### src/rtl/alu_pkg.sv
// Shared definitions for the bit-serial ALU: control-word constants,
// Op field encodings and the sequencing state type.
package alu_pkg;

    localparam logic [3:0] ALU_AND = 4'b0000;
    localparam logic [3:0] ALU_OR  = 4'b0001;
    localparam logic [3:0] ALU_ADD = 4'b0010;
    localparam logic [3:0] ALU_SUB = 4'b0110;
    localparam logic [3:0] ALU_SLT = 4'b0111;
    localparam logic [3:0] ALU_NOR = 4'b1100;

    localparam logic [1:0] OP_AND = 2'b00;
    localparam logic [1:0] OP_OR  = 2'b01;
    localparam logic [1:0] OP_ADD = 2'b10;
    localparam logic [1:0] OP_SLT = 2'b11;

    typedef enum logic [1:0] {
        IDLE = 2'b00,
        RUN  = 2'b01,
        DONE = 2'b10
    } state_e;

endpackage

### src/rtl/alu_bit_slice.sv
// One-bit ALU slice: optional operand inversion, full adder, and Op mux.
// For SLT the slice passes 'less' through; 'set' exposes the raw sum bit.
module alu_bit_slice
    import alu_pkg::*;
(
    input  logic       a_i,
    input  logic       b_i,
    input  logic       less_i,
    input  logic       ainvert_i,
    input  logic       binvert_i,
    input  logic       cin_i,
    input  logic [1:0] op_i,
    output logic       result_o,
    output logic       set_o,
    output logic       cout_o
);

    logic a_s;
    logic b_s;
    logic sum_s;

    assign a_s    = ainvert_i ? ~a_i : a_i;
    assign b_s    = binvert_i ? ~b_i : b_i;
    assign sum_s  = a_s ^ b_s ^ cin_i;
    assign cout_o = (a_s & b_s) | (a_s & cin_i) | (b_s & cin_i);
    assign set_o  = sum_s;

    // Select the slice result by Op field.
    always_comb begin
        result_o = 1'b0;
        case (op_i)
            OP_AND:  result_o = a_s & b_s;
            OP_OR:   result_o = a_s | b_s;
            OP_ADD:  result_o = sum_s;
            OP_SLT:  result_o = less_i;
            default: result_o = 1'b0;
        endcase
    end

endmodule

### src/rtl/serial_alu.sv
// Bit-serial ALU: latches operands, evaluates one bit per clock LSB first
// through a single slice, then presents result and flags until consumed.
module serial_alu
    import alu_pkg::*;
#(
    parameter int WIDTH = 32,
    parameter int CNT_W = $clog2(WIDTH)
) (
    input  logic             clk_i,
    input  logic             rst_i,
    input  logic             in_valid_i,
    output logic             in_ready_o,
    input  logic [WIDTH-1:0] src1_i,
    input  logic [WIDTH-1:0] src2_i,
    input  logic [3:0]       ctrl_i,
    output logic             out_valid_o,
    input  logic             out_ready_i,
    output logic [WIDTH-1:0] result_o,
    output logic             zero_o,
    output logic             overflow_o,
    output logic             cout_o
);

    state_e           state_q, state_d;
    logic [CNT_W-1:0] cnt_q, cnt_d;
    logic             carry_q, carry_d;
    logic [WIDTH-1:0] src1_q, src1_d;
    logic [WIDTH-1:0] src2_q, src2_d;
    logic [3:0]       ctrl_q, ctrl_d;
    logic [WIDTH-1:0] result_q, result_d;
    logic             ovf_q, ovf_d;
    logic             cout_q, cout_d;

    logic slice_res_s;
    logic slice_set_s;
    logic slice_cout_s;
    logic last_s;

    assign last_s = (cnt_q == CNT_W'(WIDTH - 1));

    alu_bit_slice u_slice (
        .a_i       (src1_q[cnt_q]),
        .b_i       (src2_q[cnt_q]),
        .less_i    (1'b0),
        .ainvert_i (ctrl_q[3]),
        .binvert_i (ctrl_q[2]),
        .cin_i     (carry_q),
        .op_i      (ctrl_q[1:0]),
        .result_o  (slice_res_s),
        .set_o     (slice_set_s),
        .cout_o    (slice_cout_s)
    );

    // Next-state logic: handshake sequencing and per-bit result update.
    always_comb begin
        state_d  = state_q;
        cnt_d    = cnt_q;
        carry_d  = carry_q;
        src1_d   = src1_q;
        src2_d   = src2_q;
        ctrl_d   = ctrl_q;
        result_d = result_q;
        ovf_d    = ovf_q;
        cout_d   = cout_q;
        case (state_q)
            IDLE: begin
                if (in_valid_i) begin
                    src1_d  = src1_i;
                    src2_d  = src2_i;
                    ctrl_d  = ctrl_i;
                    carry_d = ctrl_i[2];
                    cnt_d   = {CNT_W{1'b0}};
                    state_d = RUN;
                end else begin
                    state_d = IDLE;
                end
            end
            RUN: begin
                carry_d         = slice_cout_s;
                result_d[cnt_q] = slice_res_s;
                if (last_s) begin
                    ovf_d   = ctrl_q[1] ? (carry_q ^ slice_cout_s) : 1'b0;
                    cout_d  = slice_cout_s;
                    state_d = DONE;
                    // SLT: bit 0 becomes the overflow-corrected sign, overriding bit 0's earlier write
                    if (ctrl_q[1:0] == OP_SLT) begin
                        result_d[0] = slice_set_s ^ carry_q ^ slice_cout_s;
                    end else begin
                        result_d[0] = result_d[0];
                    end
                end else begin
                    cnt_d = cnt_q + CNT_W'(1);
                end
            end
            DONE: begin
                if (out_ready_i) begin
                    state_d = IDLE;
                end else begin
                    state_d = DONE;
                end
            end
            default: state_d = IDLE;
        endcase
    end

    // State registers with synchronous reset; reset drops any in-flight op.
    always_ff @(posedge clk_i) begin
        if (rst_i) begin
            state_q  <= IDLE;
            cnt_q    <= {CNT_W{1'b0}};
            carry_q  <= 1'b0;
            src1_q   <= {WIDTH{1'b0}};
            src2_q   <= {WIDTH{1'b0}};
            ctrl_q   <= 4'b0000;
            result_q <= {WIDTH{1'b0}};
            ovf_q    <= 1'b0;
            cout_q   <= 1'b0;
        end else begin
            state_q  <= state_d;
            cnt_q    <= cnt_d;
            carry_q  <= carry_d;
            src1_q   <= src1_d;
            src2_q   <= src2_d;
            ctrl_q   <= ctrl_d;
            result_q <= result_d;
            ovf_q    <= ovf_d;
            cout_q   <= cout_d;
        end
    end

    assign in_ready_o  = (state_q == IDLE);
    assign out_valid_o = (state_q == DONE);
    assign result_o    = result_q;
    assign zero_o      = (result_q == {WIDTH{1'b0}});
    assign overflow_o  = ovf_q;
    assign cout_o      = cout_q;

endmodule

### config.mk
export PLATFORM = sky130hd
export DESIGN_NAME = serial_alu
export DESIGN_NICKNAME = d
export VERILOG_FILES = /design/src/rtl/alu_pkg.sv /design/src/rtl/alu_bit_slice.sv /design/src/rtl/serial_alu.sv
export SDC_FILE = /design/constraint.sdc
export NUM_CORES = 1
export LEC_CHECK = 0
export CORE_MARGIN = 10
export CORE_UTILIZATION = 54
export CTS_CLUSTER_SIZE = 24
export DETAILED_ROUTE_END_ITERATION = 7
export GPL_TIMING_DRIVEN = 0
export PLACE_DENSITY = 0.94
export SYNTH_ARGS = -nofsm -noshare
export SYNTH_HDL_FRONTEND = slang
export SYNTH_SLANG_ARGS = --single-unit
export TNS_END_PERCENT = 10
### constraint.sdc
create_clock -name clk_i -period 5.7 [get_ports clk_i]
set_input_delay 1.14 -clock clk_i [delete_from_list [all_inputs] [get_ports clk_i]]
set_output_delay 1.14 -clock clk_i [all_outputs]
set_load 0.02 [all_outputs]
Yosys cells after proc, flatten, opt, wreduce, memory -nomap -nowiden
Cells that the tools add are included.
Storage, ports and cells
  register bits after elaboration: 110
  bits of input ports: 72
  output and inout port bits: 37
  logic and storage cells: 65
Operators by class
  $add $sub $neg: 1
  $lt $le $gt $ge: 2
  eq/ne operators: 9
  multiplexer cells: 22
  bitwise logic cells: 13
  reductions and logical operators: 9
Operator list (number)
  32-bit bitwise mux: 1
  32-bit zero test: 1
  1-bit binary-select mux with 5-bit select: 2
  1-bit two-way mux: 10
  5-bit two-way mux: 2
  5-bit one-hot mux with 2 select lines: 1
  2-bit equality test, second input constant: 3
  5-bit by 6-bit less-than comparator with 1-bit output, second input constant: 1
  2-bit inequality test, second input constant: 3
  2-bit one-hot mux with 3 select lines: 1
  2-bit AND reduction: 3
  5-bit by 1-bit adder with 5-bit output, second input constant: 1
  1-bit demux with 5-bit select: 1
  5-bit equality test, second input constant: 1
  5-bit by 1-bit >= comparator with 1-bit output, second input constant: 1
  1-bit bitwise XOR: 5
  2-bit by 1-bit equality test with 1-bit output, second input constant: 2
  2-bit zero test: 2
  2-bit two-way mux: 2
  1-bit one-hot mux with 4 select lines: 1
  1-bit bitwise AND: 3
  1-bit OR: 3
  3-bit AND reduction: 1
  1-bit inverter: 2
  3 further kinds: 3

Longest topological paths before layout
  depth in word-level cells: 10
  mapped depth: 13
  depth with buffers taken out: 11

Hierarchy
Synthesis repeated with hierarchy kept, for this count alone.
Unflattened totals
  cell total of the unflattened synthesis: 612
  area, all modules: 4926.0 um^2
Modules (own cells, without submodules)
  serial_alu: instances 1, cells an instance 600, area each 4818.4 um^2, sequential area each 2202.1 um^2
  alu_bit_slice: instances 1, cells an instance 12, area each 107.6 um^2, sequential area each 0.0 um^2

Worst setup path before layout
Ideal clock, no wire load.
  path kind: register to register
  from: register cnt_q[0]
  to: register result_q[0] (netlist: result_o[0])
  library setup time: 0.091 ns
  arrival time: 2.962 ns
  data required time: 5.609 ns
  slack: 2.647 ns
  cell stages (with the launch flop): 12
  path buffers: 1
  clock period less this slack: 3.053 ns
  path through: dfxtp_1 > buf_6 > mux4_2 > a21oi_1 > o211ai_2 > xnor2_1 > fa_1 > nor2b_1 > o31a_1 > nor2_1 > a311o_1 > a311oi_1
On the way
  longest elaborated chain between the ends: 10
  elaborated cells on any way between the ends: 28
  those cells by class: order compare (2); eq/ne (1); mux (12); bitwise (12); reduce/logical (1)
Ends and longest elaborated chain
  start, declared: line serial_alu.sv:25  | logic [CNT_W-1:0] cnt_q, cnt_d;
  start signal, assigned: line serial_alu.sv:110  | cnt_q <= {CNT_W{1'b0}};
  start signal, assigned: line serial_alu.sv:120  | cnt_q <= cnt_d;
  1-bit binary-select mux with 5-bit select (on tied branches): line serial_alu.sv:42, serial_alu.sv:43
  1-bit two-way mux (on tied branches): line serial_alu.sv:42, serial_alu.sv:43
  1-bit inverter (on tied branches): line alu_bit_slice.sv:22, alu_bit_slice.sv:23
  1-bit two-way mux (on tied branches): line alu_bit_slice.sv:22, alu_bit_slice.sv:23
  1-bit bitwise XOR (tied with other cells): line alu_bit_slice.sv:24  | assign sum_s = a_s ^ b_s ^ cin_i;
  1-bit bitwise XOR / 1-bit OR (equally long branches): line alu_bit_slice.sv:24, alu_bit_slice.sv:25
  1-bit one-hot mux with 4 select lines (tied with other cells): line alu_bit_slice.sv:31  | case (op_i)
  32-bit bitwise mux / 1-bit bitwise XOR (equally long branches): line serial_alu.sv:80, serial_alu.sv:87
  1-bit two-way mux: line serial_alu.sv:86  | if (ctrl_q[1:0] == OP_SLT) begin
  1-bit two-way mux (*): line serial_alu.sv:81  | if (last_s) begin
  end signal, assigned: line serial_alu.sv:115  | result_q <= {WIDTH{1'b0}};
  end signal, assigned: line serial_alu.sv:125  | result_q <= result_d;
  end, declared: line serial_alu.sv:30  | logic [WIDTH-1:0] result_q, result_d;
Every way passes the cells marked *; elsewhere a longest branch is shown, timed or not. The select of a mux whose other input is x is not followed.
A chain may end at the register's enable or synchronous reset.

Worst setup path after layout
  from: register cnt_q[1]
  to: register result_q[4] (netlist: result_o[4])
On the way
  longest elaborated chain between the ends: 8
  elaborated cells on any way between the ends: 19
  those cells by class: order compare (2); mux (10); bitwise (6); reduce/logical (1)
Ends and longest elaborated chain
  1-bit binary-select mux with 5-bit select (on tied branches): line serial_alu.sv:42, serial_alu.sv:43
  1-bit two-way mux (on tied branches): line serial_alu.sv:42, serial_alu.sv:43
  1-bit inverter (on tied branches): line alu_bit_slice.sv:22, alu_bit_slice.sv:23
  1-bit two-way mux (on tied branches): line alu_bit_slice.sv:22, alu_bit_slice.sv:23
  1-bit bitwise XOR (2 in series): line alu_bit_slice.sv:24
  1-bit one-hot mux with 4 select lines: line alu_bit_slice.sv:31
  32-bit bitwise mux (*): line serial_alu.sv:80  | result_d[cnt_q] = slice_res_s;
Marks and branches as above.

==> results.txt <==
The kind of launch point of the worst setup path is a register. Global routing used 21.6% of the available tracks. The number of flops mapped to enable cells by yosys is 0. The worst hold path belongs to the class reg -> reg. Using the TritonRoute via totals, the vias-per-cell ratio works out to 5.77. The largest driver fanout on the critical path came out at 10. The max-capacitance violation count came out at 0. Setup repair after global routing left no endpoint under its margin. The count of buffers added by post-CTS timing repair for setup is 0. The maximum root-to-sink buffer count came out at 2. The HPWL after detailed placement is 11.0 mm. The die is 115 um tall. The clock tree from TritonCTS is yes. Summed over all failing endpoints, the final setup total negative slack is 0 ps. After clock tree synthesis, the flow added hold-fix buffers numbering 0.

The worst-case IR drop observed on VDD is 127 uV. The area of the die came out at 13300 um2. In this run the cell area of the synthesized design comes to 4880 um2.

Timing analysis after detailed placement gives a worst setup slack of 2090 ps. The routability congestion estimate came out at 0.917. The setup slack of the worst register-to-register path came out at 1960 ps. The number of detailed-routing iterations run before antenna repair is 5. The first routing iteration left 471 violations.

After synthesis, the share of flip-flops with an asynchronous set or reset is 0%. Once routing completed, OpenROAD measured the worst setup slack at 1960 ps. The antenna cell count is 0. The post-synthesis average cell area is 8.07 um2.

By area the synthesized netlist is led by dfxtp_1 45%, nand2_1 13%, a21oi_1 9.8%. The share of Yosys cell area claimed by the top area cell type is 45.1%. The leakage power figure came out at 2.24 nW. The largest net degree at the start of global routing is 18. The number of vias after detailed routing came out at 4824. The number of cells after detailed placement came out at 820. The number of antenna violations at the first check in global routing came out at 0.

The period utilization came out at 65.7%. The number of hold-slack violations in the final timing report is 0. In this run the power density over the cells is 248 nW/um2.

Net switching is 26.2% of the power. The deepest level of the CTS H-tree came out at 3. The number of global-route vias before repair is 4938. The depth of the worst register-to-register path came out at 13. The class of the most critical setup path is reg -> reg.

The total number of clock tree sinks came out at 110. The clock network accounts for 32.4% of the total power. The post-route netlist has 5.22% of its cells at a drive strength greater than 1. The aggregate global routing overflow is 0. The library cell used as clock root buffer is clkbuf_8.

The count of different cell masters after synthesis came out at 38. In the final routed layout, each cell accounts on average for 17.1 um. The count of buffers added on input and output ports is 107. The commonest cells after synthesis are 164 x nand2_1, 110 x dfxtp_1, 96 x a21oi_1. The internal power of the cells totals 1.16 mW. The worst path arrival time came out at 4060 ps. The post-cts resize count is 0. The total wire length is 14.3 mm. Along the worst hold path, the cell count comes to 2. In the post-synthesis netlist, the cell with the most instances is nand2_1. The cell count after synthesis came out at 605. Leaving out filler cells and counting taps, the final layout contains 836.

Derived from the worst setup path, the maximum achievable clock frequency is 267 MHz. Setup violations remaining at the end of the flow were counted as 0. The Yosys warning count is 0. Sequential cells account for 52.5% of the total power.

The total CTS buffers came out at 9. The number of pins with negative max-slew slack in the final report came out at 0. After the last flow step, the layout net total stands at 804.

The net switching power came out at 410 uW. The post-synthesis to final-layout area growth came out at 29.1%. The run finished with clean final reports. The first global-routing pass estimated 23.4 mm of wire. Between clock sinks in the finished design, the worst skew comes to 9.95 ps. The clock latency reported for the late side of the worst-skew pair is 380 ps. The number of nets handed over by synthesis was 686. The die boundary width is 115 um. The logic gate share of total power is 15.1%. The worst path required time came out at 6010 ps. The total of fill cells in the finished design came out at 633. For this run, design rule violations remaining after detail routing come to 0. The total core area is 8760 um2.

After clock tree synthesis, the clock-pin slew on the worst setup and hold paths is 100 ps. The post-route antenna net violation count came out at 0. The sequential area share after synthesis is 45.1%. The initial standard-cell utilization of the core came out at 55.7%. The biggest area consumer among synthesized cells is dfxtp_1. The most used flip-flop cell after synthesis is dfxtp_1. The worst setup path is captured at a register. During I/O placement, the number of pins put on the boundary was 109.

Counting I/O delays and the setup requirement, the final critical path takes 3740 ps. The relative slew slack came out at 35.8%. The number of cell rows came out at 34.

The post-synthesis sequential element count came out at 110. The pin slew with the least headroom to its limit is 961 ps.
[layout by cell type, fill, tap and decap left out, types with 2 or more instances in the layout]
cell type,instances
clkdlybuf4s50_1,107
nand3b_1,3
nor4_1,8
buf_2,6
a31oi_1,3
nand3_1,9
dfxtp_1,110
mux2i_1,25
inv_1,3
xnor2_1,4
a22oi_1,2
mux4_2,8
ha_1,7
a211oi_1,2
clkbuf_1,38
nor3b_1,2
o22ai_1,7
nor3_1,12
o21ai_0,21
nor2b_1,9
a21oi_1,96
clkinv_2,2
nand2_1,164
xor2_1,3
buf_6,3
o211ai_2,2
fa_1,2
nand4_1,5
nor2_1,41
bufinv_16,2
clkbuf_8,9
[path summary, 6_finish.rpt]
check / from / endpoint
worst max-delay path: cnt_q[1]$_SDFFE_PP0P_ / result_o[4]$_SDFFE_PP0P_
worst min-delay path: src1_q[1]$_SDFFE_PP0P_ / src1_q[1]$_SDFFE_PP0P_
worst max register to register: cnt_q[1]$_SDFFE_PP0P_ / result_o[4]$_SDFFE_PP0P_
worst min register to register: src1_q[1]$_SDFFE_PP0P_ / src1_q[1]$_SDFFE_PP0P_
[critical path, stage by stage, from the launching register on]
cell	delay, ps
dfxtp_1	370
buf_2	320
buf_2	390
mux2i_1	280
o22ai_1	110
nor3_1	230
o211ai_2	150
xnor2_1	320
fa_1	480
nor2b_1	120
o31a_1	250
clkbuf_1	380
mux2i_1	140
nor2_1	120
[power by group through the flow]
stage / sequential, mW / combinational, mW / clock, mW
global route: 0.826 / 0.260 / 0.537
finish: 0.823 / 0.236 / 0.507
floorplan: 0.834 / 0.137 / 0
CTS: 0.822 / 0.234 / 0.505
detailed placement: 0.840 / 0.232 / 0
global placement: 0.837 / 0.224 / 0
[state kept, by name, summed over array words and instances, names as in the netlist]
register    flops
src1_q         32
src2_q         32
cnt_q           5
state_q         2
overflow_o      1
result_o       32
ctrl_q          4
cout_o          1
carry_q         1
[metal layers]
metal	vias up	global-route usage, %	routed length [um]
li1	2284	-	-
met4	0	9.41	367
met1	2222	24.7	5560
met2	285	36.7	6880
met3	33	6.25	1450
met5	-	0	0
[final cells by class]
type	instances	area [um2]	area share, %
clock buffer	10	128	2.02
inverter	3	11.3	0.179
buffer	47	210	3.33
multi-input combinational	445	2460	39.0
sequential	110	2200	34.9
clock inverter	6	86.3	1.37
tap	108	135	2.14
timing repair buffer	107	1070	17.0
[metrics by stage]
| step | area, um2 | hold slack (ps) | power [mW] | util, % |
|---|---|---|---|---|
| floorplan | 4880 | 433 | 0.971 | - |
| global placement | 6090 | 439 | 1.06 | 69.5 |
| detailed placement | 6090 | 448 | 1.07 | 69.5 |
| CTS | 6300 | 461 | 1.56 | 71.9 |
| global route | 6300 | 478 | 1.62 | 71.9 |
| finish | 6300 | 460 | 1.57 | 71.9 |
[cell families (layout without fill, tap and decap cells)]
| group | Yosys count | in the layout | synth area share [%] |
|---|---|---|---|
| flip-flops | 110 | 110 | 45.1 |
| multiplexers | 33 | 33 | 8.81 |
| AO/OA/AOI/OAI | 137 | 137 | 15.2 |
| buffers and inverters | 50 | 173 | 4.53 |
| AND/OR/NAND/NOR | 259 | 259 | 22.5 |
| adder cells (fa/ha/maj) | 9 | 9 | 2.61 |
| XOR/XNOR | 7 | 7 | 1.26 |
Note: power is estimated with default switching activity, not from simulation.
